[src/rtl/prog_delay_line.sv]
// prog_delay_line: runtime-programmable sample delay line.
// Delays a DATA_WIDTH stream plus its valid tag by 1..2**DEPTH_BITS enabled
// cycles using a circular buffer. Supports stall (en) and flushes all
// in-flight samples whenever the delay is reprogrammed.
module prog_delay_line #(
    parameter int DATA_WIDTH    = 16,
    parameter int DEPTH_BITS    = 4,
    parameter int DEFAULT_DELAY = 4
) (
    input  logic                  clk,
    input  logic                  clr,
    input  logic                  en,
    input  logic [DATA_WIDTH-1:0] in,
    input  logic                  in_valid,
    input  logic                  delay_ld,
    input  logic [DEPTH_BITS:0]   delay_val,
    output logic [DEPTH_BITS:0]   delay_cur,
    output logic [DATA_WIDTH-1:0] out,
    output logic                  out_valid
);

    localparam int MAX_DEPTH = 1 << DEPTH_BITS;

    // Sample storage and the per-slot valid tags that travel with it.
    logic [DATA_WIDTH-1:0] mem [MAX_DEPTH];
    logic [MAX_DEPTH-1:0]  tag;
    logic [MAX_DEPTH-1:0]  tag_nxt;

    logic [DEPTH_BITS-1:0] wr_ptr;
    logic [DEPTH_BITS-1:0] rd_ptr;
    logic [DEPTH_BITS:0]   rd_diff;
    logic [DEPTH_BITS:0]   delay_new;

    // Clamp the requested delay into 1..MAX_DEPTH and derive the read slot.
    always_comb begin
        // NOTE: every always_comb output gets a default first so no path leaves it unassigned (no latch).
        delay_new = delay_val;
        if (delay_val == '0) begin
            delay_new = (DEPTH_BITS+1)'(1);
        end else if (delay_val > (DEPTH_BITS+1)'(MAX_DEPTH)) begin
            delay_new = (DEPTH_BITS+1)'(MAX_DEPTH);
        end
        // The write slot is D enabled edges ahead of the slot holding the
        // sample due now; the subtraction wraps naturally modulo MAX_DEPTH.
        rd_diff = {1'b0, wr_ptr} - delay_cur;
        rd_ptr  = rd_diff[DEPTH_BITS-1:0];
    end

    // Next valid-tag vector: a reload wipes every tag, then an enabled edge
    // records the tag of the incoming sample (possibly the first under a new delay).
    always_comb begin
        tag_nxt = delay_ld ? '0 : tag;
        if (en) begin
            tag_nxt[wr_ptr] = in_valid;
        end
    end

    // Sample storage write; contents are only ever used when their tag is set.
    always_ff @(posedge clk) begin
        // NOTE: the data array is deliberately not reset; validity lives in the tag bits,
        // which keeps this a plain RAM with no per-word reset logic.
        if (!clr && en) begin
            mem[wr_ptr] <= in;
        end
    end

    // Control state: delay register, pointer, tags and the masked output register.
    always_ff @(posedge clk) begin
        // NOTE: sequential state uses non-blocking assignments so every register
        // samples pre-edge values, regardless of statement order.
        if (clr) begin
            delay_cur <= (DEPTH_BITS+1)'(DEFAULT_DELAY);
            tag       <= '0;
            wr_ptr    <= '0;
            out       <= '0;
            out_valid <= '0;
        end else begin
            tag <= tag_nxt;
            if (en) begin
                wr_ptr <= wr_ptr + 1'b1;
            end
            if (delay_ld) begin
                delay_cur <= delay_new;
                out       <= '0;
                out_valid <= 1'b0;
            end else if (en) begin
                out_valid <= tag[rd_ptr];
                out       <= tag[rd_ptr] ? mem[rd_ptr] : '0;
            end
        end
    end

endmodule
[config.mk]
export PLATFORM = sky130hd
export DESIGN_NAME = prog_delay_line
export DESIGN_NICKNAME = d
export VERILOG_FILES = /design/src/rtl/prog_delay_line.sv
export SDC_FILE = /design/constraint.sdc
export NUM_CORES = 1
export LEC_CHECK = 0
export ABC_AREA = 1
export BUFFER_PORTS_ARGS = -buffer_cell sky130_fd_sc_hd__buf_2
export CELL_PAD_IN_SITES_DETAIL_PLACEMENT = 0
export CELL_PAD_IN_SITES_GLOBAL_PLACEMENT = 1
export CORE_MARGIN = 2
export CORE_UTILIZATION = 30
export CTS_BUF_LIST = sky130_fd_sc_hd__clkbuf_8
export DETAILED_ROUTE_END_ITERATION = 7
export PLACE_DENSITY = 0.62
export SLEW_MARGIN = 25
export SYNTH_ARGS = -nofsm -noshare
export SYNTH_HDL_FRONTEND = slang
export SYNTH_SLANG_ARGS = --single-unit
[constraint.sdc]
create_clock -name clk -period 3.5 [get_ports clk]
set_input_delay 0.35 -clock clk [delete_from_list [all_inputs] [get_ports clk]]
set_output_delay 0.35 -clock clk [all_outputs]
set_load 0.01 [all_outputs]
==> impl_metrics.csv <==
group,metric,value,unit
grt,grt.met3_usage,2.78,%
sta,tightest_slew,794,ps
place,dpl_cell_area,0.0134,mm^2
synthesis,yosysWarnings,0,
clocking,cts_setup_buffers,0,
finish,fin_area,0.0144,mm^2
place,portBuffers,47,
detailed_routing,ant_nets,0,
finish,layout.nets,1302,
finish,fin_cells,1842,
detailed_routing,routedWlPerCell,18.9,um
critical_path,critical_path_class,"flop to flop",
grt,grt_max_degree,137,
critical_path,reg2reg_to,"out[11]",
floorplan,num_rows,74,
floorplan,coreArea,0.0408,mm^2
synthesis,synthAdderAreaFrac,0.867,%
sta,setup_tns,0,ps
synthesis,synth_area_leaders,"edfxtp_1 62%, nand2_1 16%, dfxtp_1 6.8%",
clocking,holdBufCountCts,2,
sta,fin_worst_skew,12.7,ps
synthesis,muxShareOfSynthArea,0,%
synthesis,syn_nets,1228,
clocking,clock-sinks,298,
power_and_ir_drop,leakage,5.61,nW
detailed_routing,wl,34.7,mm
run,drv_cap,0,
clocking,post_cts_resized,0,
detailed_routing,viasPerCell,4.60,
clocking,root_buffer,"clkbuf_8",
floorplan,fp.dieW,207,um
synthesis,ys_seq_area_share,68.7,%
place,place_inst,1746,
sta,setup_viol,0,
grt,track_usage,16.2,%
clocking,clockBufferDepth,3,
worst_hold_path,holdPathEnd,"delay_cur[2]",
run_status,status,"complete, no violations",
detailed_routing,dr.pass1.iters,5,
floorplan,start_util,30.4,%
synthesis,synth-seq-cells,298,
critical_path,crit_fanout,22,
grt,top_usage_layer,"met2",
clocking,cts_made_buffers,50,
synthesis,async_flop_share,0,%
critical_path,critPathRequiredTime,3980,ps
grt,grt_pass1_vias,8290,
sta,fmax,0.346,GHz
finish,utilization,35.2,%
grt,gr-usage-met1,22.1,%
critical_path,r2r_slack,610,ps
synthesis,synthXorXnorAreaFrac,0.202,%
finish,fillCellCount,4082,
synthesis,synth-edff-count,256,
synthesis,synthesis.instances,1194,
detailed_routing,vias,8473,
power_and_ir_drop,ir_drop,0.210,mV
sta,max_slew_margin,46.7,%
synthesis,synth_top_area_share,62.0,%
synthesis,ys.flop_type,"edfxtp_1",
synthesis,synth.distinct_cells,29,
critical_path,rr_startpoint,"wr_ptr[0]",
grt,antenna_found_initial,2,
finish,syn_to_final_growth,15.9,%
synthesis,yosys.area.top_type,"edfxtp_1",
synthesis,avgSynthCellArea,10.4,um^2
critical_path,worstSetupEndpointType,"flop",
sta,rsz0062_at_grt,"no",
power_and_ir_drop,pwr_density_cell,549,mW/mm^2
floorplan,die_area,0.0430,mm^2
synthesis,synth_top_family_by_area,"simple AND/OR/NAND/NOR gates",
critical_path,start_kind,"flop",
synthesis,syn-cell-area,0.0124,mm^2
grt,grt_overflow,0,
synthesis,synth_compound_area_share,2.73,%
critical_path,critPathArrivalTime,3370,ps
clocking,h-tree-depth,2,
place,globalplace.congestion,0.766,
grt,grt_util_met2,26.6,%
clocking,cts_tree,"done",
finish,drive_above_1_share,12.8,%
clocking,path_clk_slew,60,ps
floorplan,io_pins,48,
grt,grt_pass1_wl,53.0,mm
place,dp_hpwl,19.2,mm
worst_hold_path,hold_path.startpoint,"delay_ld",
synthesis,yosys.area_share.simple,23.7,%
power_and_ir_drop,p_total,0.00790,W
sta,min_period,2890,ps
floorplan,die_h,207,um
worst_hold_path,hold_path.class,"input port to flop",
sta,timing.final.hold_violations,0,
detailed_routing,drc,0,
sta,post-route-period-util,82.7,%
critical_path,reg2reg_depth,13,
detailed_routing,drt_iter0_markers,629,
worst_hold_path,holdPathStages,2,
sta,slew_violations,0,
clocking,clkLatencyLatePin,580,ps
[flip-flops by register name, summed over array words and instances (netlist names)]
| signal | cells |
|---|---|
| delay_cur | 5 |
| tag | 16 |
| wr_ptr | 4 |
| out_valid | 1 |
| out | 16 |
| mem | 256 |
[Yosys cell counts (all sizes together), types with 2 or more instances]
cell type and instances:
nand2 537, edfxtp 256, nand3 146, buf 47, inv 44, dfxtp 42
a21oi 32, nor2 23, nor3 16, clkbuf 13, a211oi 11, ha 7
o21ai 7, a32o 3, clkinv 2, o211ai 2
[worst max-delay path, stage by stage, from the launching register on]
cell and delay, ps:
dfxtp_1 370, inv_1 130, ha_4 170, inv_1 80, fa_2 470, inv_2 480
nand3_1 140, nand2_1 110, nand2_1 50, nand2_1 130, nor2_2 80, nor2_8 320
nand2_1 110, a21oi_1 130
[metrics by stage]
step / hold WS (ps) / worst slack (ps)
2_1_floorplan: 449 / 1020
5_1_grt: 31.1 / 350
3_5_place_dp: 453 / 601
4_1_cts: 4.83 / 580
6_report: 43.1 / 607
3_3_place_gp: 453 / 663
[per-layer routing]
metal	vias to the layer above	wire length (um)
met1	4053	16000
met3	46	1760
met2	186	16300
li1	4188	-
met4	0	654
met5	-	0
[how the worst max path moves through the flow]
stage | cells past startpoint | from | slack [ps] | end
finish | 13 | wr_ptr[0] | 610 | out[11]
global placement | 13 | wr_ptr[0] | 660 | out[13]
CTS | 13 | wr_ptr[0] | 580 | out[11]
detailed placement | 13 | wr_ptr[0] | 600 | out[11]
global route | 13 | wr_ptr[0] | 350 | out[15]
floorplan | 3 | en | 1020 | mem[7][0]
[cell usage in the layout (no fill, tap or decap), types with 2 or more instances in the layout]
master and n:
o211ai_1 2, nand3_1 146, nor2_2 3, nand2_2 2, a21oi_1 32, buf_4 28
inv_1 58, nand2_1 535, o21ai_0 7, nor2_1 19, ha_1 6, inv_2 2
nor3_2 14, dlygate4sd3_1 2, buf_12 5, nor3_1 2, clkbuf_8 57, dfxtp_1 42
a32o_1 3, a211oi_1 11, clkinv_2 4, buf_2 47, edfxtp_1 256, clkinv_1 17
[where the power goes]
group	internal (W)	switching, W
Clock	0.00148	0.00137
Combinational	0.000332	0.000808
Sequential	0.00389	0.0000185
Total	0.00570	0.00220
[cell type report]
class | instances | area, um^2 | share of cell area [%]
Clock inverter | 36 | 140 | 0.974
Inverter | 46 | 175 | 1.22
Tap cell | 532 | 666 | 4.63
Sequential cell | 298 | 8530 | 59.3
Clock buffer | 57 | 785 | 5.45
Multi-Input combinational cell | 790 | 3520 | 24.5
Antenna cell | 1 | 2.50 | 0.0174
Timing Repair Buffer | 82 | 566 | 3.93
[logic make-up (layout without fill, tap and decap cells)]
kind of cell / count (synthesis) / in the layout
buffers and inverters: 106 / 221
DFF: 298 / 298
other: 0 / 1
adders and majority gates: 8 / 8
xor gates and xnor gates: 2 / 2
AOI/OAI and AO/OA: 57 / 57
and+or+nand+nor: 723 / 723
Power figures use the tool's default switching activity.
